===== config.mk =====
export PLATFORM = sky130hd
export DESIGN_NAME = i2s_tx_serializer
export DESIGN_NICKNAME = d
export VERILOG_FILES = /design/src/rtl/i2s_tx_serializer.sv
export SDC_FILE = /design/constraint.sdc
export NUM_CORES = 1
export LEC_CHECK = 0
export ABC_CLOCK_PERIOD_IN_PS = 10760
export BUFFER_PORTS_ARGS = -buffer_cell sky130_fd_sc_hd__buf_2
export CAP_MARGIN = 5
export CORE_AREA = 3 3 107 109
export DETAILED_ROUTE_END_ITERATION = 16
export DIE_AREA = 0 0 110 112
export GPL_TIMING_DRIVEN = 0
export PLACE_DENSITY = 0.73
export SYNTH_ARGS = -nofsm -noshare
export SYNTH_HDL_FRONTEND = slang
export SYNTH_SLANG_ARGS = --single-unit
export TNS_END_PERCENT = 5

===== constraint.sdc =====
create_clock -name mclki -period 10.76 [get_ports mclki]
set_input_delay 1.076 -clock mclki [delete_from_list [all_inputs] [get_ports mclki]]
set_output_delay 1.076 -clock mclki [all_outputs]
set_load 0.1 [all_outputs]

===== src/rtl/i2s_tx_serializer.sv =====
// Stereo I2S transmit serializer. bclk/lrck are sampled as ordinary data in the
// mclki domain; one stereo frame per valid/ready handshake is shifted out MSB first.
module i2s_tx_serializer (
    input  logic        mclki,
    input  logic        rst,
    input  logic        enable,
    input  logic        bclk,
    input  logic        lrck,
    input  logic [5:0]  word_width,
    input  logic [31:0] s_tdata_l,
    input  logic [31:0] s_tdata_r,
    input  logic        s_tvalid,
    output logic        s_tready,
    output logic        sdata,
    output logic        underrun,
    output logic        active
);
    typedef enum logic [1:0] {
        IDLE = 2'd0,
        SYNC = 2'd1,
        RUN  = 2'd2
    } state_t;

    state_t      state_q, state_d;
    logic        bclk_q;
    logic        lrck_s_q, lrck_s_d;
    logic        full_q, full_d;
    logic        sdata_q, sdata_d;
    logic        underrun_q, underrun_d;
    logic        ww16_q, ww16_d;
    logic [31:0] hold_l_q, hold_l_d;
    logic [31:0] hold_r_q, hold_r_d;
    logic [31:0] shreg_q, shreg_d;
    logic [31:0] right_q, right_d;

    logic        bfall;
    logic        ev_left;
    logic        ev_right;
    logic        clear;
    logic        hs;
    logic        load_l;
    logic        load_r;
    logic        shift_en;

    assign bfall    = bclk_q & ~bclk;
    assign ev_left  = bfall & ~lrck & lrck_s_q;
    assign ev_right = bfall & lrck & ~lrck_s_q;
    assign clear    = ~enable | (state_q == IDLE);
    assign hs       = s_tvalid & s_tready;

    assign sdata    = sdata_q;
    assign underrun = underrun_q;

    always_ff @(posedge mclki or posedge rst) begin
        if (rst) begin
            state_q <= IDLE;
        end else begin
            state_q <= state_d;
        end
    end

    always_comb begin
        state_d = state_q;
        if (!enable) begin
            state_d = IDLE;
        end else begin
            case (state_q)
                IDLE:    state_d = SYNC;
                SYNC:    if (ev_left) state_d = RUN;
                RUN:     state_d = RUN;
                default: state_d = IDLE;
            endcase
        end
    end

    // SYNC only reacts to a left start; right starts are ignored until RUN.
    always_comb begin
        s_tready = 1'b0;
        active   = 1'b0;
        load_l   = 1'b0;
        load_r   = 1'b0;
        shift_en = 1'b0;
        case (state_q)
            SYNC: begin
                s_tready = enable & ~full_q;
                load_l   = enable & ev_left;
            end
            RUN: begin
                s_tready = enable & ~full_q;
                active   = 1'b1;
                load_l   = enable & ev_left;
                load_r   = enable & ev_right;
                shift_en = enable & bfall;
            end
            default: begin
            end
        endcase
    end

    always_comb begin
        lrck_s_d   = lrck_s_q;
        full_d     = full_q;
        sdata_d    = sdata_q;
        underrun_d = 1'b0;
        ww16_d     = ww16_q;
        hold_l_d   = hold_l_q;
        hold_r_d   = hold_r_q;
        shreg_d    = shreg_q;
        right_d    = right_q;

        if (clear) begin
            lrck_s_d = 1'b1;
            full_d   = 1'b0;
            sdata_d  = 1'b0;
            shreg_d  = '0;
            right_d  = '0;
        end else begin
            if (bfall) begin
                lrck_s_d = lrck;
            end
            if (hs) begin
                hold_l_d = s_tdata_l;
                hold_r_d = s_tdata_r;
                full_d   = 1'b1;
            end
            // A frame arriving in the same cycle as L waits in hold for the next L.
            if (load_l) begin
                ww16_d = (word_width == 6'd16);
                if (full_q) begin
                    shreg_d = hold_l_q;
                    right_d = hold_r_q;
                    full_d  = 1'b0;
                end else begin
                    shreg_d    = '0;
                    right_d    = '0;
                    underrun_d = 1'b1;
                end
            end else if (load_r) begin
                shreg_d = right_q;
            end else if (shift_en) begin
                shreg_d = {shreg_q[30:0], 1'b0};
            end
            // The outgoing bit is always the old MSB, giving the one-bclk I2S delay.
            if (shift_en) begin
                sdata_d = shreg_q[31];
            end
        end
    end

    always_ff @(posedge mclki or posedge rst) begin
        if (rst) begin
            bclk_q     <= 1'b0;
            lrck_s_q   <= 1'b1;
            full_q     <= 1'b0;
            sdata_q    <= 1'b0;
            underrun_q <= 1'b0;
            ww16_q     <= 1'b0;
        end else begin
            bclk_q     <= bclk;
            lrck_s_q   <= lrck_s_d;
            full_q     <= full_d;
            sdata_q    <= sdata_d;
            underrun_q <= underrun_d;
            ww16_q     <= ww16_d;
        end
    end

    always_ff @(posedge mclki) begin
        hold_l_q <= hold_l_d;
        hold_r_q <= hold_r_d;
        shreg_q  <= shreg_d;
        right_q  <= right_d;
    end

endmodule


* Word level (Yosys, flattened, before mapping)
Index checks and enable logic that the tools add are counted.
Word-level totals: flip-flop bits (word level) 135, bits of input ports 76, logic and storage cells 60
Cells by class: eq/ne operators 3, mux-type cells 24, bitwise logic cells 17, reductions and logical operators 6
Operator list (count):
- 32-bit two-way mux | 5
- 1-bit two-way mux | 16
- 1-bit AND | 10
- 1-bit inverter | 6
- 2-bit case mux with 3 select lines | 1
- 2-bit two-way mux | 2
- 2-bit nonzero test | 2
- 3-bit inequality test, second input constant | 1
- 3-bit nonzero test | 1
- 2-bit by 1-bit equality test with 1-bit output, second input constant | 1
- 2-bit equality test, second input constant | 1
- 2-bit logical NOT | 1
- 2-bit AND reduction | 1
- 2-bit OR reduction | 1
- 1-bit bitwise OR | 1

* Logic depth before layout (Yosys ltp)
Gate-level depths: netlist (run 1).
word-level depth 8, mapped depth 8

* Least setup slack after synthesis (run 1)
No wires, ideal clock.
path type input-to-reg, start input port enable, end register hold_l_q[0] (enable), arrival time 7.921 ns, setup slack 2.169 ns, stages 2, cells stage by stage nand2_1 nor4b_1
On the way: longest elaborated chain between the ends 4
Ends and longest elaborated chain:
- start: declaration | line 6 | input logic enable,
- 1-bit AND or 1-bit inverter (tied branches) | line 85, 89, 48
- 1-bit two-way mux or 1-bit bitwise OR (tied branches)
- 1-bit AND or 1-bit inverter (tied branches)
- 2-bit AND reduction (no line) *
- end signal: assignment | line 169 | hold_l_q <= hold_l_d;
- end: declaration | line 31 | logic [31:0] hold_l_q, hold_l_d;
Mark *: on every way between the ends. The rest lies on a longest branch, timed or not. A chain may end at the register's enable or synchronous reset.

* Worst setup path after layout (run 1)
start register full_q, end output port s_tready
On the way: longest elaborated chain between the ends 3
Ends and longest elaborated chain:
- start: declaration | line 27 | logic full_q, full_d;
- start signal: assignment | line 161 | full_q <= full_d;
- 1-bit inverter | line 85, 89
- 1-bit AND | line 85, 89
- 1-bit two-way mux
- end: declaration | line 13 | output logic s_tready,
Every way passes these cells.

==> results of run 1 <==
layout make-up:
cell class | count | share of cell area
Sequential cell | 135 | 0.532
Timing Repair Buffer | 80 | 0.0658
Clock inverter | 10 | 0.0128
Tap cell | 140 | 0.0276
Buffer | 38 | 0.0311
Clock buffer | 22 | 0.0697
Inverter | 4 | 0.00236
Multi-Input combinational cell | 317 | 0.259
cells by family after synthesis:
kind of cell             count (synthesis)
flip-flops                             135
multiplexers                             2
AND/OR/NAND/NOR                        212
buffers and inverters                   42
AO/OA/AOI/OAI                           99
adder cells (fa/ha/maj)                  4
state kept, by name (all words and copies together), names as in the netlist:
signal / count
shreg_q: 32
hold_l_q: 32
hold_r_q: 32
bclk_q: 1
underrun: 1
lrck_s_q: 1
sdata: 1
right_q: 32
full_q: 1
state_q: 2
power by group through the flow:
| stage | Combinational (uW) | Sequential [uW] | Clock, uW |
|---|---|---|---|
| 6_report | 181 | 583 | 507 |
| 5_1_grt | 198 | 586 | 540 |
| 4_1_cts | 182 | 583 | 511 |
| 3_5_place_dp | 180 | 593 | 0 |
| 3_3_place_gp | 166 | 602 | 0 |
| 2_1_floorplan | 121 | 597 | 0 |
through the flow:
stage	hold slack [ns]	cell area, sq um	cells	util
5_1_grt	0.467	6350	746	0.594
4_1_cts	0.451	6350	746	0.594
2_1_floorplan	0.427	5230	494	-
6_report	0.450	6350	746	0.594
3_5_place_dp	0.443	5830	714	0.545
3_3_place_gp	0.441	5770	707	0.540
worst reg2reg max path, stage by stage (launching register included):
cell     delay, ns
dfrtp_1       0.37
inv_1         0.09
ha_1          0.30
nand2_1       0.19
nor4b_2       0.76
buf_4         0.31
buf_4         0.21
buf_4         0.21
buf_4         0.20
Yosys cell counts:
cell type	number
nor3_1	1
dfstp_2	1
buf_6	3
inv_1	4
nand2b_1	2
a31o_1	1
mux2i_1	2
and3_1	1
nor3_2	1
clkbuf_1	13
a21boi_0	2
ha_1	4
nand2_1	130
nand4bb_4	1
dfrtp_1	6
or2_1	1
buf_2	20
o21ai_1	1
dfxtp_1	64
nor2_4	1
and4b_1	1
nor4b_1	1
a21oi_1	64
edfxtp_1	64
nor2b_1	4
buf_4	2
nand3_1	35
a311o_1	31
nor2_1	33
metal layers:
| metal | vias to the layer above | share of wire | track usage |
|---|---|---|---|
| met2 | 137 | 0.51 | 0.325 |
| met1 | 1892 | 0.41 | 0.248 |
| met3 | 18 | 0.060 | 0.0441 |
| met5 | - | 0 | 0 |
| li1 | 1939 | - | - |
| met4 | 0 | 0.020 | 0.0831 |
worst paths after layout:
check                                    end  slack, ns   startpoint
min in group asynchronous             full_q       0.51          rst
worst min register to register   right_q[26]       0.45  right_q[26]
max in group asynchronous           lrck_s_q       9.96          rst
worst max-delay path                s_tready       7.55       full_q
worst min-delay path             right_q[26]       0.45  right_q[26]
worst max register to register  hold_l_q[15]       7.83   state_q[1]
==> impl_metrics.json, run 1 <==
{
  "status": "finished clean",
  "final_common_cell": "nand2_1",
  "synthXorXnorAreaFrac": 0,
  "max_freq_ghz": 0.312,
  "post-synth-top-area-cell": "edfxtp_1",
  "crit_slowest_cell": "clkbuf_1",
  "die-area_sq_mm": 0.0123,
  "synthAdderAreaFrac": 0.00957,
  "grt_max_degree": 17,
  "drt_iter0_drc": 264,
  "period_share": 0.298,
  "finalSetupTns_ns": 0,
  "combPwrFrac": 0.143,
  "worst_slack_ns": 7.55,
  "drive_above_1_share": 0.226,
  "cp.required_ns": 9.68,
  "min_path_cells": 2,
  "top_level_ports": 80,
  "path_class": "flop to output port",
  "synth-simple-area-share": 0.174,
  "portBuffers": 73,
  "fin_crit_ns": 3.21,
  "p_sw_frac": 0.268,
  "h-tree-depth": 4,
  "die_w_um": 110,
  "clkPwrFrac": 0.399,
  "num-fill-cells": 888,
  "postCtsHoldBufs": 0,
  "viasPerCell": 5.34,
  "ff2ff_path_depth": 8,
  "synth.avg_cell_area_sq_um": 10.6,
  "maxCapViolations": 0,
  "wl_um": 11300,
  "cpMostUsedCell": "clkbuf_1",
  "grt_use_total": 0.197,
  "coreArea_sq_mm": 0.0107,
  "grt-ovfl-total": 0,
  "clock_sinks": 135,
  "fp-row-count": 38,
  "max-vdd-ir-drop_mv": 0.0948,
  "drt_first_pass_iters": 7,
  "drc": 0,
  "finalHoldViolations": 0,
  "vias": 3986,
  "start_util": 0.489,
  "syn-cell-area_sq_mm": 0.00523,
  "ant_nets": 0,
  "power_uw": 1270,
  "cts_tree": "built",
  "p_int_uw": 930,
  "postSynthCellCount": 494,
  "slew_viol_final": 0,
  "tightestPinTransition_ns": 0.797,
  "areaGrowthSynthToFinish_pct": 21.5,
  "antenna_cells": 0,
  "cp-start-kind": "flop",
  "critPathMaxStageDelay_ns": 0.45,
  "grt_pass1_vias": 4066,
  "clkTransAtPathRegs_ns": 0.06,
  "mostFrequentLayoutCells": "nand2_1 (130), buf_2 (93), a21oi_1 (64), edfxtp_1 (64), dfxtp_1 (64)",
  "slew-limit-headroom": 0.467,
  "ys_warn_count": 0,
  "post_cts_buffers": 0,
  "synth_seq_cells": 135,
  "place_congestion": 0.835,
  "powerDensity_mw_per_mm2": 200,
  "cp.arrival_ns": 2.13,
  "wire_per_inst_um": 15.2,
  "pwr-share-seq": 0.459,
  "crit_buf_inv": 3,
  "synth_nets": 574,
  "synth_top_area_frac": 0.367,
  "dp_worst_setup_slack_ns": 7.29,
  "antenna_found_initial": 0,
  "clock_latency_ns": 0.52,
  "rsz0062_at_grt": "false",
  "clockBufferDepth": 2,
  "muxShareOfSynthArea": 0.00383,
  "synth_cell_type_count": 29,
  "cp_num_cells": 4,
  "ctsResizeCount": 0,
  "finalSetupViolCount": 0,
  "power.switching_uw": 341,
  "grt_pass1_wl_um": 18900,
  "cp-end-kind": "output port",
  "dp_hpwl_um": 7910,
  "clock_skew_ns": 0.00513,
  "hp-class": "flop to flop",
  "multi_input_area_sq_mm": 0.00165,
  "worstPathCellList": "clkbuf_1, clkbuf_1, nor2_1, buf_2",
  "clockRootBuffer": "clkbuf_8",
  "numCtsBuffers": 17,
  "worstPathMaxFanout": 10,
  "synth_compound_area_frac": 0.126,
  "p_leak_uw": 0.00212,
  "seq_area_frac_synth": 0.646,
  "register_area_sq_mm": 0.00338,
  "synthTopCellsByArea": "edfxtp_1 (37%), dfxtp_1 (24%), nand2_1 (9.3%)",
  "critPathTopFamily": "buffers and inverters",
  "die_h_um": 112,
  "final_nets": 673,
  "synth_top_family_by_area": "simple AND/OR/NAND/NOR gates"
}
(Power assumes the default switching activity.)
==> inputs of run 2 (changes only) <==
ABC_CLOCK_PERIOD_IN_PS = 2600   (was 10760)
PLACE_DENSITY = 0.76   (was 0.73)
clock period = 2.6 ns   (was 10.76 ns; I/O delays follow)
==> impl_metrics.json, run 2 (synthesis gave the netlist of run 1 again) <==
{
  "status": "finished clean",
  "combPwrFrac": 0.166,
  "grt_use_total": 0.223,
  "coreArea_sq_mm": 0.0107,
  "clock_latency_ns": 0.53,
  "die-area_sq_mm": 0.0123,
  "worstPathCellList": "clkbuf_1, clkbuf_1, nor2_1, buf_2",
  "fin_crit_ns": 2.49,
  "maxCapViolations": 0,
  "fp-row-count": 38,
  "top_level_ports": 80,
  "cp.arrival_ns": 2.23,
  "top_layer": "met4",
  "register_area_sq_mm": 0.00338,
  "worst_slack_ns": 0.112,
  "multi_input_area_sq_mm": 0.00167,
  "finalSetupViolCount": 0,
  "max-vdd-ir-drop_mv": 0.522,
  "finalHoldViolations": 0,
  "wl_met3_um": 706,
  "drt_first_pass_iters": 5,
  "h-tree-depth": 4,
  "drive_above_1_share": 0.204,
  "ant_nets": 0,
  "max_freq_ghz": 0.402,
  "cts_tree": "built",
  "slew-limit-headroom": 0.611,
  "path_class": "flop to output port",
  "drc": 0,
  "pwr-share-seq": 0.450,
  "clkPwrFrac": 0.383,
  "worstPathMaxFanout": 10,
  "final_common_cell": "nand2_1",
  "grt_pass1_wl_um": 20800,
  "whs_ns": 0.0397,
  "vias": 4249,
  "clkTransAtPathRegs_ns": 0.06,
  "clockBufferDepth": 2,
  "viasPerCell": 5.24,
  "p_int_uw": 3910,
  "wl_um": 12700,
  "critPathMaxStageDelay_ns": 0.46,
  "p_leak_uw": 0.00240,
  "final_nets": 740,
  "drt_iter0_drc": 288,
  "antenna_cells": 0,
  "portBuffers": 73,
  "grt_max_degree": 19,
  "die_w_um": 110,
  "powerDensity_mw_per_mm2": 763,
  "areaGrowthSynthToFinish_pct": 34.5,
  "crit_buf_inv": 3,
  "slew_viol_final": 0,
  "cp-start-kind": "flop",
  "crit_slowest_cell": "clkbuf_1",
  "critPathTopFamily": "buffers and inverters",
  "grt_pass1_vias": 4281,
  "mostFrequentLayoutCells": "nand2_1 (129), buf_2 (93), dlygate4sd3_1 (66)",
  "dp_hpwl_um": 7720,
  "cpMostUsedCell": "clkbuf_1",
  "clock_sinks": 135,
  "dp_worst_setup_slack_ns": 0.0925,
  "antenna_found_initial": 0,
  "die_h_um": 112,
  "clock_skew_ns": 0.0109,
  "place_congestion": 0.828,
  "ctsResizeCount": 0,
  "num-fill-cells": 818,
  "grt-ovfl-total": 0,
  "power.switching_uw": 1460,
  "cp-end-kind": "output port",
  "wl_met1_um": 5130,
  "hp-class": "primary input to flop",
  "finalSetupTns_ns": 0,
  "final_util": 0.658,
  "tightestPinTransition_ns": 0.584,
  "cp.required_ns": 2.34,
  "clockRootBuffer": "clkbuf_8",
  "start_util": 0.489,
  "p_sw_frac": 0.272,
  "rsz0062_at_grt": "false",
  "wire_per_inst_um": 15.7,
  "numCtsBuffers": 17,
  "period_share": 0.957,
  "wl_met2_um": 6640,
  "power_uw": 5370
}
run 2: changes by cell type in the layout (fill, tap and decap cells not counted), sizes merged:
| cell | before | now |
|---|---|---|
| buf | 105 | 106 |
| clkinvlp | 3 | 1 |
| dlygate4sd3 | 0 | 66 |
run 2: cell type report:
| class | instances | area share |
|---|---|---|
| buffer | 38 | 0.0281 |
| clock buffer | 22 | 0.0615 |
| clock inverter | 8 | 0.00907 |
| inverter | 4 | 0.00213 |
| multi-input combinational | 317 | 0.238 |
| sequential | 135 | 0.480 |
| tap | 140 | 0.0249 |
| timing repair buffer | 147 | 0.156 |
run 2: worst min-delay path: cells and delay by family:
kind,cells,cell delay [ns]
muxes,1,0.08
buffers and inverters,1,0.13
and+or+nand+nor,1,0.07
run 2: final timing paths:
check                      startpoint          end  slack [ns]  cells after the start
max in group asynchronous         rst     lrck_s_q        2.07                      3
setup / recovery               full_q     s_tready        0.11                      4
setup reg to reg           state_q[0]  right_q[18]        0.48                      6
hold reg to reg            right_q[1]   right_q[1]        0.46                      2
min in group asynchronous         rst   state_q[0]        0.24                      3
hold / removal                   lrck     lrck_s_q        0.04                      3
run 2: what timing repair did:
action / in CTS / in global routing
buffers inserted: 0 / 5
hold buffers: 66 / 0
hold endpoints to repair: 72 / 0
setup endpoints to repair: 0 / 18
run 2: stage by stage:
stage,instance area (sq um),std cells
after global routing,7040,811
after CTS,7000,806
final,7040,811
after floorplan,5270,494
after global placement,5810,707
after detailed placement,5840,710
run 2: power groups by stage:
stage	Clock [uW]	Sequential [uW]	Combinational [uW]
floorplan	0	2450	549
global placement	0	2470	731
detailed placement	0	2460	780
CTS	2060	2420	862
global route	2180	2430	969
finish	2060	2420	894
run 2: layer usage:
metal,global-route usage,vias up
met3,0.0649,25
met4,0.0831,0
met1,0.275,2006
li1,-,2068
met5,0,-
met2,0.367,150
==> inputs of run 3 (changes only) <==
--- a/config.mk
+++ b/config.mk
@@ -9,9 +9,9 @@
 export BUFFER_PORTS_ARGS = -buffer_cell sky130_fd_sc_hd__buf_2
 export CAP_MARGIN = 5
-export CORE_AREA = 3 3 107 109
+export CORE_AREA = 3 3 106 108
 export DETAILED_ROUTE_END_ITERATION = 16
-export DIE_AREA = 0 0 110 112
+export DIE_AREA = 0 0 109 111
 export GPL_TIMING_DRIVEN = 0
-export PLACE_DENSITY = 0.76
+export PLACE_DENSITY = 0.77
 export SYNTH_ARGS = -nofsm -noshare
 export SYNTH_HDL_FRONTEND = slang
==> constraint.sdc (replaced) <==
create_clock -name mclki -period 2.6 [get_ports mclki]
set_input_delay 0.52 -clock mclki [delete_from_list [all_inputs] [get_ports mclki]]
set_output_delay 0.52 -clock mclki [all_outputs]
set_load 0.1 [all_outputs]
==> impl_metrics.json, run 3 (synthesis gave the netlist of run 1 again) <==
{
  "slew_viol_final": 0,
  "grt-ovfl-total": 0,
  "fp-row-count": 37,
  "grt_pass1_vias": 4089,
  "whs_ns": 0.155,
  "maxCapViolations": 0,
  "grt_pass1_wl_um": 18900,
  "ant_nets": 0,
  "max-vdd-ir-drop_mv": 0.565,
  "place_congestion": 0.865,
  "clock_latency_ns": 0.53,
  "grt_use_total": 0.203,
  "numCtsBuffers": 17,
  "powerDensity_mw_per_mm2": 852,
  "period_share": 0.955,
  "cp-start-kind": "flop",
  "mostFrequentLayoutCells": "nand2_1 (129), buf_2 (92), a21oi_1 (64), edfxtp_1 (64), dfxtp_1 (64)",
  "wire_per_inst_um": 15.7,
  "areaGrowthSynthToFinish_pct": 23.0,
  "critPathMaxStageDelay_ns": 0.63,
  "drt_iter0_drc": 283,
  "drc": 0,
  "clockBufferDepth": 2,
  "num-fill-cells": 807,
  "coreArea_sq_mm": 0.0103,
  "vias": 4023,
  "multi_input_area_sq_mm": 0.00167,
  "fin_crit_ns": 2.48,
  "wl_um": 11600,
  "cp-end-kind": "output port",
  "drive_above_1_share": 0.234,
  "post-route-cell-area_sq_mm": 0.00643,
  "worstPathMaxFanout": 11,
  "final_common_cell": "nand2_1",
  "clock_sinks": 135,
  "postPlaceCellArea_sq_mm": 0.00586,
  "worst_slack_ns": 0.116,
  "clkTransAtPathRegs_ns": 0.06,
  "hp-class": "primary input to flop",
  "dp_hpwl_um": 8080,
  "cts_tree": "built",
  "die_h_um": 111,
  "cp.arrival_ns": 1.96,
  "p_leak_uw": 0.00215,
  "antenna_cells": 0,
  "max_freq_ghz": 0.403,
  "die-area_sq_mm": 0.0121,
  "ff2ff_setup_slack_ns": 0.32,
  "finalSetupViolCount": 0,
  "antenna_found_initial": 0,
  "crit_slowest_cell": "dfrtp_1",
  "final_util": 0.623,
  "drt_first_pass_iters": 6,
  "tightestPinTransition_ns": 0.799,
  "final_nets": 670,
  "start_util": 0.507,
  "status": "finished clean",
  "viasPerCell": 5.44,
  "path_class": "flop to output port",
  "grt_max_degree": 19,
  "top_level_ports": 80,
  "finalHoldViolations": 0,
  "clock_skew_ns": 0.00738,
  "clockRootBuffer": "clkbuf_8",
  "h-tree-depth": 4,
  "slew-limit-headroom": 0.465,
  "portBuffers": 73,
  "crit_buf_inv": 2,
  "dp_worst_setup_slack_ns": 0.300,
  "die_w_um": 109,
  "register_area_sq_mm": 0.00338,
  "cp.required_ns": 2.08,
  "worstPathCellList": "clkbuf_1, nor2_1, clkbuf_4",
  "critPathTopFamily": "buffers and inverters"
}
-- run 3: cell types whose count changed in the layout (fill, tap and decap cells not counted), moves of 2 or more --
cell	change
clkinv_4	+2
buf_6	-2
dlygate4sd3_1	-65
clkbuf_1	-5
buf_8	+3
inv_6	+3
clkinv_1	-2
buf_4	-5
-- run 3: cell type report --
| class | instances | area share |
|---|---|---|
| clock buffer | 18 | 0.0650 |
| clock inverter | 14 | 0.0231 |
| buffer | 37 | 0.0301 |
| tap | 136 | 0.0264 |
| sequential | 135 | 0.525 |
| multi-input combinational | 317 | 0.260 |
| timing repair buffer | 78 | 0.0675 |
| inverter | 4 | 0.00233 |
-- run 3: report_power, final --
group	internal (uW)	switching (uW)	leakage [uW]
sequential	2370	58.8	0.00118
clock	1370	903	0.000275
combinational	236	548	0.000688
total	3970	1510	0.00215
-- run 3: through the flow --
stage / total power (uW) / setup TNS, ns / cells
6_report: 5480 / 0 / 739
5_1_grt: 5710 / -0.00231 / 739
4_1_cts: 5510 / 0 / 739
3_5_place_dp: 3240 / 0 / 707
3_3_place_gp: 3190 / -93.77 / 703
2_1_floorplan: 3000 / -46.39 / 494
-- run 3: metal layers --
| metal | GRT usage | up-vias | share of wire |
|---|---|---|---|
| met3 | 0.0641 | 31 | 0.063 |
| li1 | - | 1931 | - |
| met5 | 0 | - | 0 |
| met1 | 0.247 | 1897 | 0.42 |
| met4 | 0.0985 | 0 | 0.029 |
| met2 | 0.324 | 164 | 0.49 |
-- run 3: worst paths after layout --
kind / from / end / depth (start not counted)
worst max-delay path: full_q / s_tready / 3
worst min-delay path: bclk / bclk_q / 1
worst max register to register: state_q[0] / hold_r_q[10] / 6
worst min register to register: right_q[1] / right_q[1] / 2
max in group asynchronous: rst / lrck_s_q / 3
min in group asynchronous: rst / underrun / 3
-- run 3: timing repair --
action                                  in CTS  in global routing
resized for setup                            0                  1
endpoints found under the setup margin       1                  1
buffers inserted                             0                  0
hold buffers                                 1                  0
endpoints found under the hold margin        6                  0
-- run 3: worst reg2reg max path, stage by stage, from the launching register on --
cell and delay [ns]:
dfrtp_1 0.40, inv_2 0.08, ha_4 0.28, nand2_4 0.08, nor4b_4 0.69, buf_8 0.25
buf_6 0.21
